## src/rtl/imem_loader.sv

```systemverilog
// Boot-time instruction-memory loader: receives a byte-stream program image (word count + little-endian words)
// and writes it to instruction memory while holding the core in reset. Optional checksum: IMEM_LOADER_CHECKSUM_EN.
module imem_loader #(
  parameter int DEPTH = 32
) (
  input  logic        clk,
  input  logic        reset_n,
  input  logic        start,
  input  logic        byte_valid,
  input  logic [7:0]  byte_data,
  output logic        byte_ready,
  output logic        mem_we,
  output logic [31:0] mem_addr,
  output logic [31:0] mem_wd,
  output logic        cpu_hold,
  output logic        done,
  output logic        error
);

  // The header is a single byte, so no load can ask for more than 255 words.
  localparam int unsigned MAX_N = (DEPTH > 255) ? 255 : DEPTH;

  typedef enum logic [2:0] {
    S_IDLE, S_HDR, S_DATA, S_WRITE, S_DONE, S_ERR
`ifdef IMEM_LOADER_CHECKSUM_EN
    , S_CHK
`endif
  } state_t;

  state_t      r_state, w_next;
  logic [7:0]  r_count;
  logic [7:0]  r_word_idx;
  logic [1:0]  r_byte_idx;
  logic [31:0] r_wd;
  logic        r_done, r_error;
  logic        w_ready, w_hold, w_we, w_accept, w_hdr_bad, w_last_word;
`ifdef IMEM_LOADER_CHECKSUM_EN
  logic [7:0]  r_csum;
`endif

  assign w_accept    = byte_valid & w_ready;
  assign w_hdr_bad   = (byte_data == 8'd0) || ({24'd0, byte_data} > MAX_N);
  assign w_last_word = ({1'b0, r_word_idx} + 9'd1) >= {1'b0, r_count};

  // NOTE: every signal gets a default before the case so no path leaves it unassigned (no latches).
  always_comb begin
    w_next  = r_state;
    w_ready = 1'b0;
    w_we    = 1'b0;
    w_hold  = 1'b1;
    case (r_state)
      S_IDLE, S_DONE, S_ERR: begin
        w_hold = (r_state == S_ERR);
        if (start) w_next = S_HDR;
      end
      S_HDR: begin
        w_ready = 1'b1;
        if (w_accept) w_next = w_hdr_bad ? S_ERR : S_DATA;
      end
      S_DATA: begin
        w_ready = 1'b1;
        if (w_accept && r_byte_idx == 2'd3) w_next = S_WRITE;
      end
      S_WRITE: begin
        w_we = 1'b1;
`ifdef IMEM_LOADER_CHECKSUM_EN
        w_next = w_last_word ? S_CHK : S_DATA;
`else
        w_next = w_last_word ? S_DONE : S_DATA;
`endif
      end
`ifdef IMEM_LOADER_CHECKSUM_EN
      S_CHK: begin
        w_ready = 1'b1;
        if (w_accept) w_next = (byte_data == r_csum) ? S_DONE : S_ERR;
      end
`endif
      default: w_next = S_IDLE;
    endcase
  end

  // NOTE: sequential state uses non-blocking assignments so every flop samples pre-edge values.
  always_ff @(posedge clk or negedge reset_n) begin
    if (!reset_n) begin
      r_state <= S_IDLE;
      r_done  <= 1'b0;
      r_error <= 1'b0;
    end else begin
      r_state <= w_next;
      r_done  <= (w_next == S_DONE);
      r_error <= (w_next == S_ERR);
    end
  end

  always_ff @(posedge clk or negedge reset_n) begin
    if (!reset_n) begin
      r_count    <= 8'd0;
      r_word_idx <= 8'd0;
      r_byte_idx <= 2'd0;
      r_wd       <= 32'd0;
`ifdef IMEM_LOADER_CHECKSUM_EN
      r_csum     <= 8'd0;
`endif
    end else begin
      case (r_state)
        S_IDLE, S_DONE, S_ERR: begin
          if (start) begin
            r_word_idx <= 8'd0;
            r_byte_idx <= 2'd0;
`ifdef IMEM_LOADER_CHECKSUM_EN
            r_csum     <= 8'd0;
`endif
          end
        end
        S_HDR: begin
          if (w_accept) r_count <= byte_data;
        end
        S_DATA: begin
          if (w_accept) begin
            r_wd[{r_byte_idx, 3'b000} +: 8] <= byte_data;
            r_byte_idx <= r_byte_idx + 2'd1;
`ifdef IMEM_LOADER_CHECKSUM_EN
            r_csum     <= r_csum ^ byte_data;
`endif
          end
        end
        S_WRITE: r_word_idx <= r_word_idx + 8'd1;
        default: ;
      endcase
    end
  end

  // Word index never exceeds N <= DEPTH, so addresses cannot wrap.
  assign mem_addr   = {22'd0, r_word_idx, 2'b00};
  assign mem_wd     = r_wd;
  assign mem_we     = w_we;
  assign byte_ready = w_ready;
  assign cpu_hold   = w_hold;
  assign done       = r_done;
  assign error      = r_error;

endmodule

```

## config.mk

```make
export PLATFORM = sky130hd
export DESIGN_NAME = imem_loader
export DESIGN_NICKNAME = d
export VERILOG_FILES = /design/src/rtl/imem_loader.sv
export SDC_FILE = /design/constraint.sdc
export NUM_CORES = 1
export LEC_CHECK = 0
export BUFFER_PORTS_ARGS = -buffer_cell sky130_fd_sc_hd__buf_2
export CORE_ASPECT_RATIO = 0.7
export CORE_MARGIN = 2
export CORE_UTILIZATION = 30
export CTS_CLUSTER_SIZE = 24
export DETAILED_ROUTE_END_ITERATION = 7
export SLEW_MARGIN = 10
export SYNTH_ARGS = -nofsm -noshare
export SYNTH_HDL_FRONTEND = slang
export SYNTH_SLANG_ARGS = --single-unit
```

## constraint.sdc

```tcl
create_clock -name clk -period 2.42 [get_ports clk]
set_input_delay 0.484 -clock clk [delete_from_list [all_inputs] [get_ports clk]]
set_output_delay 0.484 -clock clk [all_outputs]
set_load 0.02 [all_outputs]
```

After elaboration in Yosys (flattened, before gate mapping)
Cells that the tools add are included.
{ "word_totals": {"register_bits": 55, "out_inout_bits": 69, "word_cells": 53} }
{ "classes": {"n_addsub": 4, "order_cmp": 2, "n_eq_ne": 10, "n_shift": 2, "muxes": 15, "n_bitwise": 1, "n_reduce_logical": 12} }
{ "ops": {"columns": ["op", "n"], "rows": [
  ["$bwmux W32", 1],
  ["$shift A8 B7 Y32 const A", 1],
  ["$shiftx A8 B7 Y32", 1],
  ["$pmux W8 S2", 1],
  ["$mux W3", 5],
  ["$eq A3 B3 Y1 const B", 4],
  ["$pmux W3 S4", 1],
  ["$add A8 B1 Y9 const B", 1],
  ["$ge A9 B8 Y1", 1],
  ["$add A8 B1 Y8 const B", 1],
  ["$gt A8 B6 Y1 const B", 1],
  ["$logic_not A8 Y1", 1],
  ["$mux W8", 1],
  ["$neg A5 Y7", 1],
  ["$eq A3 B2 Y1 const B", 2],
  ["$reduce_and A2 Y1", 3],
  ["$mux W2", 2],
  ["$ne A2 B2 Y1 const B", 2],
  ["$pmux W2 S2", 1],
  ["$reduce_bool A2 Y1", 2],
  ["$eq A3 B1 Y1 const B", 1],
  ["$logic_not A3 Y1", 1],
  ["$mux W1", 3],
  ["$reduce_and A3 Y1", 1],
  ["7 further kinds", 7]
]} }

Depth between registers and ports, before layout
{ "logic_depth": {"ltp_word": 8, "ltp_mapped": 11} }

Worst setup path after synthesis
Ideal clock, no wire load.
{ "synth_path": {"kind": "register -> register", "startpoint": "register r_word_idx[0]", "endpoint": "register r_state[1]", "setup_time_ns": 0.095, "arrival_ns": 2.529, "t_required_ns": 2.325, "path_slack_ns": -0.205, "path_stages_with_launch": 12, "path_buffers": 1, "cell_sequence": "dfrtp_1 ha_1 and3_1 clkbuf_1 nand3_1 xnor2_1 ha_1 and3_1 a221oi_1 o211ai_1 a211o_1 o31ai_1"} }
{ "synth_between": {"elab_chain_cells": 4} }
{ "synth_rtl": {"columns": ["element", "line_no", "rtl"], "rows": [
  ["start: declaration", "32", "logic [7:0] r_word_idx;"],
  ["start signal: assignment", "127", "S_WRITE: r_word_idx <= r_word_idx + 8'd1;"],
  ["$add A8 B1 Y9", "43", "assign w_last_word = ({1'b0, r_word_idx} + 9'd1) >= {1'b0, r_count};"],
  ["$ge A9 B8 Y1", "43", null],
  ["$mux W3", "69", "w_next = w_last_word ? S_DONE : S_DATA;"],
  ["$pmux W3 S4", "51", "case (r_state)"],
  ["via w_next[1]", "30", "state_t r_state, w_next;"],
  ["end signal: assignment", "89", "r_state <= w_next;"],
  ["end: declaration", "30", null]
]} }
The timed path passes the listed nets, and every way through them passes these cells.
A chain may end at the register's enable or synchronous reset.

Worst setup path after layout
Ends and elaborated chain as after synthesis.

==> reports/qor.csv <==
metric,value,unit
outcome,finished clean,
stdcell_area,0.003523,mm²
p_seq_share,37.0,%
n_fill_cell,954,
finish.cell_count_without_fillers,514,
ys_warn_count,0,
p_leak,1.776,nW
critPathBufInv,0,
p_int,2.063,mW
drv_slew,0,
hold_class,input port to async pin,
required,2620,ps
ios,81,
rows,29,
place_congestion,0.7974,
ant_nets,0,
hpwlAfterDp,5.147,mm
hold_slack,318.5,ps
r2r_slack,100,ps
cts_inserted_buffers,5,
dieHeight,85.45,µm
critPathKind,flop to flop,
die_w,120.3,µm
start_kind,flop,
vias,2310,
clkPwrFrac,21.6,%
cts_tree,built,
tightest_slew,924.3,ps
clockBufferDepth,2,
clk-insertion-delay-late,300,ps
grt_overflow,0,
ys_seq_elements,55,
cts.sinks,55,
grt_pass1_vias,2160,
combPwrFrac,41.4,%
relSlewSlack,38.38,%
switching_share,39.58,%
cp_top_family,compound AO/OA/AOI/OAI gates,
wl_per_cell,13.58,µm
wl,6.980,mm
crit_start,r_word_idx[0]$_DFFE_PN0P_,
syn_area_per_cell,8.939,µm²
grt_max_degree,38,
cts-root-buf,clkbuf_16,
path_common_cell,and3_4,
end_kind,flop,
start_util,31.09,%
powerDensity,969.0,mW/mm²
antenna_found_initial,0,
synth_area,0.002843,mm²
setup-violations-final,0,
post-place-cells,503,
drcViolationCount,0,
min_period_over_period,95.67,%
core,0.009144,mm²
rsz0062_at_grt,yes,
vias_per_cell,4.494,
period_minus_slack,2315,ps
area_growth,23.94,%
cp_slowest_stage_delay,410,ps
drt-initial-drc-count,117,
ctsHtreeMaxLevel,2,
cap_violations,0,
r2r_cells,10,
p_sw,1.351,mW
ys_seq_area_share,48.42,%
preCtsSetupSlack,9.245,ps
r2r-start,r_word_idx[0]$_DFFE_PN0P_,
portBuffers,56,
crit_chain,ha_4 -> and3_4 -> nand3_4 -> xnor2_2 -> ha_1 -> and3_4 -> a221oi_2 -> o211ai_1 -> a211o_1 -> o31ai_1,
setup_tns,0,ps
diodes,0,
dieArea,0.01028,mm²
grt_pass1_wl,11.10,mm
yosysUniqueCellTypes,36,
irDropWorstVdd,359.1,µV
final_nets,415,
final_common_cell,nand2_1,
hold_viol,0,
r2r-end,r_state[1]$_DFF_PN0_,
final_util,38.53,%
drive_above_1_share,26.41,%
fin_worst_skew,9.547,ps
fmax,431.9,MHz
multi_input_area,0.001364,mm²
seqCellArea,0.001380,mm²
drt_pass1_iterations,4,
path_max_fanout,3,
clk_pin_slew_worst_paths,80,ps
fin_ws,104.7,ps
syn_inst,318,
slowest_stage,dfrtp_2,
final_cell_mix,"nand2_1, buf_2, dfrtp_1, o21ai_0, conb_1",
hold_buffers,0,
track_usage,13.78,%
p_total,3.414,mW
worstPathArrival,2520,ps
placed_area,0.003307,mm²
==> cells in the mapped netlist <==
library cell	instances	area (µm²)
inv_1	11	41.29
a211o_1	1	8.760
a21o_1	2	15.01
nor3b_1	4	30.03
a2bb2oi_2	1	15.01
conb_1	1	3.750
and4_1	3	26.28
nor2_1	8	30.03
nor2b_1	1	6.260
a21oi_1	13	65.06
or2_2	1	6.260
nand3_2	1	10.01
or3_1	1	6.260
xor2_1	3	26.28
a31oi_1	1	6.260
nand2b_1	4	25.02
and3_1	4	25.02
xnor2_1	3	26.28
buf_4	24	180.2
mux2_2	1	11.26
nand3_1	5	25.02
o31ai_1	1	7.510
clkbuf_1	10	37.54
o2111ai_1	1	8.760
or4_1	1	7.510
nor3_1	5	25.02
a221oi_1	1	8.760
a21boi_2	1	11.26
o22ai_1	2	12.51
o211ai_1	1	7.510
ha_1	14	175.2
a211oi_1	2	15.01
dfrtp_1	55	1376
o21ai_0	43	215.2
nand2_1	86	322.8
o221a_2	2	22.52
==> sequential cells by signal, summed over array words and instances, names as in the netlist <==
signal and count:
mem_wd 32, r_byte_idx 2, r_count 8, error 1, r_state 3, done 1, r_word_idx 8
==> logic make-up after synthesis <==
logic type / after synthesis / share of synthesized area [%]
flip-flops: 55 / 48.42
AO/OA/AOI/OAI: 72 / 14.74
other: 1 / 0.1319
XOR/XNOR: 6 / 1.849
AND/OR/NAND/NOR: 124 / 19.19
buffers and inverters: 45 / 9.111
multiplexers: 1 / 0.3961
adder cells (fa/ha/maj): 14 / 6.162
==> power by group through the flow <==
stage | combinational, mW | clock (mW) | sequential (mW)
final | 1.41 | 0.737 | 1.26
after global routing | 1.58 | 0.802 | 1.29
after CTS | 1.39 | 0.762 | 1.26
after detailed placement | 1.36 | 0 | 1.28
after global placement | 1.34 | 0 | 1.27
after floorplan | 0.820 | 0 | 1.37
==> repair_timing <==
item / 4_1_cts / 5_1_grt
gates resized for setup: 2 / 7
pin swaps: 1 / 10
buffers inserted: 1 / 2
setup endpoints to repair: 1 / 3
==> how the worst max path moves through the flow <==
stage / endpoint / slack, ps / cells after the start
after global placement: r_state[1]$_DFF_PN0_ / 80 / 10
after CTS: r_state[1]$_DFF_PN0_ / 30 / 10
after floorplan: r_state[1]$_DFF_PN0_ / 3 / 11
after global routing: r_state[1]$_DFF_PN0_ / -40 / 10
final: r_state[1]$_DFF_PN0_ / 100 / 10
after detailed placement: r_state[1]$_DFF_PN0_ / 9 / 10
==> routing by layer <==
metal / up-vias / part of all wire, % / global-route usage [%]
met3: 6 / 6.4 / 4.167
met4: 0 / 0.76 / 2.854
li1: 1167 / - / -
met2: 58 / 41 / 19.52
met5: - / 0 / 0
met1: 1079 / 52 / 20.65
==> area by class of cell <==
| cell class | count | area share [%] |
|---|---|---|
| Multi-Input combinational cell | 241 | 38.71 |
| Inverter | 11 | 1.172 |
| Clock inverter | 3 | 0.6392 |
| Clock buffer | 5 | 3.551 |
| Tap cell | 124 | 4.403 |
| Timing Repair Buffer | 75 | 12.36 |
| Sequential cell | 55 | 39.17 |
(Power assumes the default switching activity.)
